### src/rtl/konami_cs_sequencer_if.sv
// CPU-side access bus for the chip-select sequencer: latched address, strobe and remap in,
// one-hot active-low selects plus READY/NOMATCH/BUSY status back to the bus glue.
interface konami_cs_sequencer_if #(
  parameter int ADDR_W = 16,
  parameter int N_CS   = 4
);
  logic [ADDR_W-1:0] ADDR;
  logic              AS;
  logic              RMRD;
  logic [N_CS-1:0]   CS_N;
  logic              READY;
  logic              NOMATCH;
  logic              BUSY;

  modport master (
    output ADDR, AS, RMRD,
    input  CS_N, READY, NOMATCH, BUSY
  );

  modport slave (
    input  ADDR, AS, RMRD,
    output CS_N, READY, NOMATCH, BUSY
  );
endinterface

### src/rtl/konami_cs_sequencer.sv
// Registered chip-select decoder with fixed-priority regions, RMRD remap, per-region wait
// states and a READY handshake held until the CPU drops its access strobe.
module konami_cs_sequencer #(
  parameter int                 ADDR_W   = 16,
  parameter int                 N_CS     = 4,
  parameter logic [N_CS*ADDR_W-1:0] BASE = {16'h4000, 16'h5F80, 16'h0400, 16'h0000},
  parameter logic [N_CS*ADDR_W-1:0] MASK = {16'hC000, 16'hFF80, 16'hFC00, 16'hFC00},
  parameter logic [N_CS*4-1:0]  WAIT     = {4'd3, 4'd2, 4'd1, 4'd0},
  parameter int                 RMRD_CS  = 3,
  parameter int                 RMRD_ALT = 0
) (
  input  logic                  clk,
  input  logic                  reset,
  konami_cs_sequencer_if.slave  bus
);

  localparam int IDX_W = (N_CS > 1) ? $clog2(N_CS) : 1;

  typedef enum logic [1:0] {
    S_IDLE = 2'd0,
    S_WAIT = 2'd1,
    S_DONE = 2'd2
  } state_t;

  state_t            state_q, state_d;
  logic [N_CS-1:0]   cs_n_q, cs_n_d;
  logic              ready_q, ready_d;
  logic              nomatch_q, nomatch_d;
  logic              busy_q, busy_d;
  logic [3:0]        cnt_q, cnt_d;

  logic [N_CS-1:0]   hit;
  logic [3:0]        wait_tbl [N_CS];
  logic              any_hit;
  logic [IDX_W-1:0]  winner;
  logic [3:0]        win_wait;
  logic [N_CS-1:0]   win_cs_n;

  // Per-region address compare and wait-state lookup table.
  generate
    for (genvar gi = 0; gi < N_CS; gi++) begin : g_region
      assign hit[gi] = ((bus.ADDR ^ BASE[gi*ADDR_W +: ADDR_W])
                        & MASK[gi*ADDR_W +: ADDR_W]) == '0;
      assign wait_tbl[gi] = WAIT[gi*4 +: 4];
    end
  endgenerate

  // Lowest index wins; the remap is applied after priority resolution.
  always_comb begin
    any_hit = |hit;
    winner  = '0;
    for (int i = N_CS - 1; i >= 0; i--) begin
      if (hit[i]) begin
        winner = IDX_W'(i);
      end
    end
    if (bus.RMRD && any_hit && (winner == IDX_W'(RMRD_CS))) begin
      winner = IDX_W'(RMRD_ALT);
    end
    win_wait = wait_tbl[winner];
    win_cs_n = ~(N_CS'(1) << winner);
  end

  always_comb begin
    state_d   = state_q;
    cs_n_d    = cs_n_q;
    ready_d   = ready_q;
    nomatch_d = nomatch_q;
    cnt_d     = cnt_q;

    case (state_q)
      S_IDLE: begin
        if (bus.AS) begin
          if (any_hit) begin
            cs_n_d  = win_cs_n;
            cnt_d   = win_wait;
            state_d = S_WAIT;
          end else begin
            ready_d   = 1'b1;
            nomatch_d = 1'b1;
            state_d   = S_DONE;
          end
        end
      end

      S_WAIT: begin
        if (!bus.AS) begin
          cs_n_d  = '1;
          cnt_d   = '0;
          state_d = S_IDLE;
        end else if (cnt_q == 4'd0) begin
          ready_d = 1'b1;
          state_d = S_DONE;
        end else begin
          cnt_d = cnt_q - 4'd1;
        end
      end

      S_DONE: begin
        if (!bus.AS) begin
          cs_n_d    = '1;
          ready_d   = 1'b0;
          nomatch_d = 1'b0;
          state_d   = S_IDLE;
        end
      end

      default: begin
        cs_n_d    = '1;
        ready_d   = 1'b0;
        nomatch_d = 1'b0;
        cnt_d     = '0;
        state_d   = S_IDLE;
      end
    endcase

    // BUSY tracks the registered state so it stays free of input-to-output paths.
    busy_d = (state_d != S_IDLE);
  end

  always_ff @(posedge clk) begin
    if (reset) begin
      state_q   <= S_IDLE;
      cs_n_q    <= '1;
      ready_q   <= 1'b0;
      nomatch_q <= 1'b0;
      busy_q    <= 1'b0;
      cnt_q     <= '0;
    end else begin
      state_q   <= state_d;
      cs_n_q    <= cs_n_d;
      ready_q   <= ready_d;
      nomatch_q <= nomatch_d;
      busy_q    <= busy_d;
      cnt_q     <= cnt_d;
    end
  end

  assign bus.CS_N    = cs_n_q;
  assign bus.READY   = ready_q;
  assign bus.NOMATCH = nomatch_q;
  assign bus.BUSY    = busy_q;

endmodule
### src/flat_wrapper.sv
// flat-port wrapper written by rule: the top's interface ports become plain ports
module konami_cs_sequencer_flat 
#(
  parameter int                 ADDR_W   = 16,
  parameter int                 N_CS     = 4,
  parameter logic [N_CS*ADDR_W-1:0] BASE = {16'h4000, 16'h5F80, 16'h0400, 16'h0000},
  parameter logic [N_CS*ADDR_W-1:0] MASK = {16'hC000, 16'hFF80, 16'hFC00, 16'hFC00},
  parameter logic [N_CS*4-1:0]  WAIT     = {4'd3, 4'd2, 4'd1, 4'd0},
  parameter int                 RMRD_CS  = 3,
  parameter int                 RMRD_ALT = 0
)
  (clk, reset, bus_ADDR, bus_AS, bus_RMRD, bus_CS_N, bus_READY, bus_NOMATCH, bus_BUSY);
  konami_cs_sequencer_if #(.ADDR_W(ADDR_W), .N_CS(N_CS)) bus_i ();
  input  logic clk;
  input  logic reset;
  input wire logic [$bits(bus_i.ADDR)-1:0] bus_ADDR;
  input wire logic [$bits(bus_i.AS)-1:0] bus_AS;
  input wire logic [$bits(bus_i.RMRD)-1:0] bus_RMRD;
  output wire logic [$bits(bus_i.CS_N)-1:0] bus_CS_N;
  output wire logic [$bits(bus_i.READY)-1:0] bus_READY;
  output wire logic [$bits(bus_i.NOMATCH)-1:0] bus_NOMATCH;
  output wire logic [$bits(bus_i.BUSY)-1:0] bus_BUSY;
  assign bus_i.ADDR = bus_ADDR;
  assign bus_i.AS = bus_AS;
  assign bus_i.RMRD = bus_RMRD;
  assign bus_CS_N = bus_i.CS_N;
  assign bus_READY = bus_i.READY;
  assign bus_NOMATCH = bus_i.NOMATCH;
  assign bus_BUSY = bus_i.BUSY;
  konami_cs_sequencer #(.ADDR_W(ADDR_W), .N_CS(N_CS), .BASE(BASE), .MASK(MASK), .WAIT(WAIT), .RMRD_CS(RMRD_CS), .RMRD_ALT(RMRD_ALT)) u_core (.clk(clk), .reset(reset), .bus(bus_i));
endmodule
### config.mk
export PLATFORM = sky130hd
export DESIGN_NAME = konami_cs_sequencer_flat
export DESIGN_NICKNAME = d
export VERILOG_FILES = /design/src/rtl/konami_cs_sequencer_if.sv /design/src/rtl/konami_cs_sequencer.sv /design/src/flat_wrapper.sv
export SDC_FILE = /design/constraint.sdc
export NUM_CORES = 1
export LEC_CHECK = 0
export ABC_AREA = 1
export BUFFER_PORTS_ARGS = -buffer_cell sky130_fd_sc_hd__buf_4
export CAP_MARGIN = 20
export CORE_ASPECT_RATIO = 0.75
export CORE_MARGIN = 2
export CORE_UTILIZATION = 50
export CTS_BUF_LIST = sky130_fd_sc_hd__clkbuf_4 sky130_fd_sc_hd__clkbuf_8
export DETAILED_ROUTE_END_ITERATION = 16
export PLACE_DENSITY = 0.78
export SETUP_SLACK_MARGIN = 0.15
export SYNTH_ARGS = -nofsm -noshare
export SYNTH_HDL_FRONTEND = slang
export SYNTH_SLANG_ARGS = --single-unit
### constraint.sdc
create_clock -name clk -period 1.5 [get_ports clk]
set_input_delay 0.3 -clock clk [delete_from_list [all_inputs] [get_ports clk]]
set_output_delay 0.3 -clock clk [all_outputs]
set_load 0.005 [all_outputs]
==> results by group <==
Synth
  • Synthesized instance count: 131
  • Flops & latches, synth: 13
  • Asr flop ratio synth: 0%
  • Synth Area in Compound Gates: around an eighth
  • Post-synthesis adder-cell area fraction: 8.67%
  • Number of synthesis warnings: 0
  • Mux cell area share after synthesis: 0%
  • Synth Cell Area: between 800 and 900 um2
  • Synth area leaders: dfxtp_1 (30%), nand2_1 (16%), inv_1 (10%), ha_1 (8.7%), a21oi_1 (5.8%)
  • Commonest cells post-synth: nand2_1 (37), inv_1 (23), dfxtp_1 (13)
  • Most numerous cell in the Yosys netlist: nand2_1
  • Main combinational cell family by area after synthesis: simple AND/OR/NAND/NOR gates
  • Synth cell types: 22
  • Post-synthesis sequential area ratio: about 30%
  • Simple-gate share of the synthesized area: 37.7%
  • Synth Area per Inst: 6.61 um2
  • Post-synth EDFFs: 0
  • Post-Synth XOR/XNOR Area: 0%
  • Post-synth net total: 157
  • Leading area contributor after synthesis: dfxtp_1
  • Top_reg_cell synth: dfxtp_1
  • Top cell type's share of synthesized area: 30.1%

Global routing
  • Vias in the first global route: between 800 and 900
  • Largest net degree at the start of global routing: 8
  • GRT Residual Overflow: 0
  • Met2 Use GR: between 40 and 50%
  • Most Used Layer, Global Route: met2
  • Met1 Use GR: 21.9%
  • Routing usage on met3: 7.84%
  • First-pass GRT wire length: 3.30 mm
  • Initial antenna violation count: 0
  • GRT Total Usage: 22.5%

Placement
  • Placed cells: 171
  • Port buffer count: 19
  • Placer Congestion: 0.828
  • DP Wirelength: 1.49 mm

Route
  • WL final: 2.22 mm
  • Starting DRC count in detailed routing: 20
  • Drt drc: 0
  • Via count: 903
  • WL/cell: ~13 um
  • 1st-pass router iterations: 6
  • Post-route ant nets: 0
  • Routed vias/inst: 5.13

Worst setup path
  • Critical Path RT: 1730 ps
  • Slowest-stage cell, CP: dfxtp_2
  • Max incr delay on CP: 330 ps
  • Worst Path Buf+Inv: 3
  • Crit path DAT: 1580 ps
  • CP Class: flop to flop
  • Worst Setup SP: u_core.state_q[1]$_SDFF_PP0_
  • CP Max Fanout: 6
  • RR Startpoint: u_core.state_q[1]$_SDFF_PP0_
  • Type of origin of the critical path: flop
  • CP Cell Sequence: inv_2 -> ha_4 -> nand2_4 -> inv_2 -> nand2_1 -> a21oi_2 -> a21oi_2 -> or2_1 -> inv_1
  • CP endpoint kind: flop
  • Crit path max-delay family: simple AND/OR/NAND/NOR gates

Power
  • Switching pwr: 0.350 mW
  • VDD IR max: 651 uV
  • Logic gate share of total power: 36.1%
  • Sequential power share: 40.6%
  • Power per cell area: 883 nW/um2
  • Power share of the clock group: 23.2%
  • Internal Pwr Total: between 0.6 and 0.7 mW
  • Switch share: ~34%
  • Pleak: 0.579 nW
  • Total power draw: slightly above 1 mW

Layout
  • Fraction of layout cells with a size suffix above 1: 38.7%
  • Multi-input logic area: ~600 um2
  • Reg area: 268 um2
  • Fill cell count: 127
  • Final nets: between 150 and 200
  • Ant diodes: 0
  • Finished Layout Cells: 176
  • Area grow syn2layout: 33.2%

STA
  • Max Fclk: 741 MHz
  • RSZ-0062 raised after global routing: no
  • Fin. Hold Viols: 0
  • Total negative slack: 0 ps
  • Final period util: 89.9%
  • Final Critical Period: 1350 ps
  • Final Max Tran Viols: 0
  • Slew headroom: 82.0%
  • Slew @ Worst Pin: 268 ps
  • Endpoints failing setup: 0
  • Fin Clk Skew: just under 4 ps

Clock tree
  • Worst-path clk slew: 80 ps
  • Worst-Skew Late Latency: around 280 ps
  • Number of CTS-inserted buffers: 3
  • CTS sink count: 13
  • Clk buf depth: 2
  • CTS H-tree lvls: 1
  • CTS tree: built
  • Root Buffer: clkbuf_4
  • Post-CTS Hold Fix Bufs: 0

Floorplan
  • Num rows: 12
  • Die Y: 40.0 um
  • # IOs: 27
  • Initial core utilization: 56.0%
  • Die Wd: 52.1 um
  • Die ar.: 2080 um2
  • Core area: 1550 um2

Min path
  • Worst hold start: reset
  • Hold Crit Class: input pin to flop

Status
  • Outcome: complete, no violations

Flow run
  • MaxCap Viol Count: 0
-- cells in the final DEF, fill, tap and decap left out, drive strengths merged --
cell and n:
o2111ai 1, nor3 1, ha 6, dfxtp 13, a21oi 12, inv 25, o21ai 4, buf 20
nand4 2, or2 3, nand2 42, clkbuf 4, a31oi 1, nand3 8, nor2 12, a22oi 1
-- layout make-up --
class / instances / share of cell area [%]
clock buffers: 4 / 2.60
inverters: 25 / 8.13
flip-flops and latches: 13 / 23.2
repair buffers: 20 / 13.0
multi-input cells: 93 / 50.8
well taps: 21 / 2.28
-- metal layers --
metal,wire (um),up-vias
li1,-,459
met2,1180,37
met3,132,6
met1,870,401
met4,40,0
met5,0,-
-- cell families (layout without fill, tap and decap cells) --
| logic type | Yosys count | count (layout) |
|---|---|---|
| compound gates | 19 | 19 |
| flops | 13 | 13 |
| buf+inv | 25 | 49 |
| fa+ha+maj | 6 | 6 |
| simple gates | 68 | 68 |
-- sequential cells by signal, summed over array words and instances, names as in the netlist --
signal and count:
u_core.bus.NOMATCH 1, u_core.cnt_q 4, u_core.bus.CS_N 4, u_core.state_q 2
u_core.bus.BUSY 1, u_core.bus.READY 1
-- power by group through the flow --
| stage | Sequential, mW | Combinational (mW) | Clock, mW |
|---|---|---|---|
| after global placement | 0.419 | 0.300 | 0 |
| final | 0.414 | 0.368 | 0.236 |
| after detailed placement | 0.421 | 0.309 | 0 |
| after CTS | 0.414 | 0.324 | 0.243 |
| after global routing | 0.420 | 0.408 | 0.260 |
| after floorplan | 0.420 | 0.196 | 0 |
-- per-stage QoR --
step / hold WS [ps] / util [%] / worst slack (ps) / cell area (um2)
finish: 238 / 74.6 / 151 / 1150
CTS: 234 / 70.2 / 151 / 1090
global placement: 441 / 66.9 / 97.1 / 1030
floorplan: 362 / - / 190 / 866
detailed placement: 444 / 66.9 / 25.0 / 1030
global route: 223 / 74.6 / 92.7 / 1150
-- worst paths after layout --
path / endpoint / slack, ps / depth (start not counted)
setup / recovery: u_core.state_q[0]$_SDFF_PP0_ / 150 / 9
hold / removal: u_core.cnt_q[0]$_SDFFE_PP0P_ / 240 / 2
setup reg to reg: u_core.state_q[0]$_SDFF_PP0_ / 150 / 9
hold reg to reg: u_core.bus.NOMATCH$_SDFFE_PP0P_ / 450 / 2
-- what timing repair did --
| action | in CTS | in global routing |
|---|---|---|
| cloned | 0 | 0 |
| resized for setup | 8 | 17 |
| setup endpoints to repair | 13 | 13 |
| setup buffers | 0 | 1 |
| pin swaps | 1 | 4 |
(Power assumes the default switching activity.)
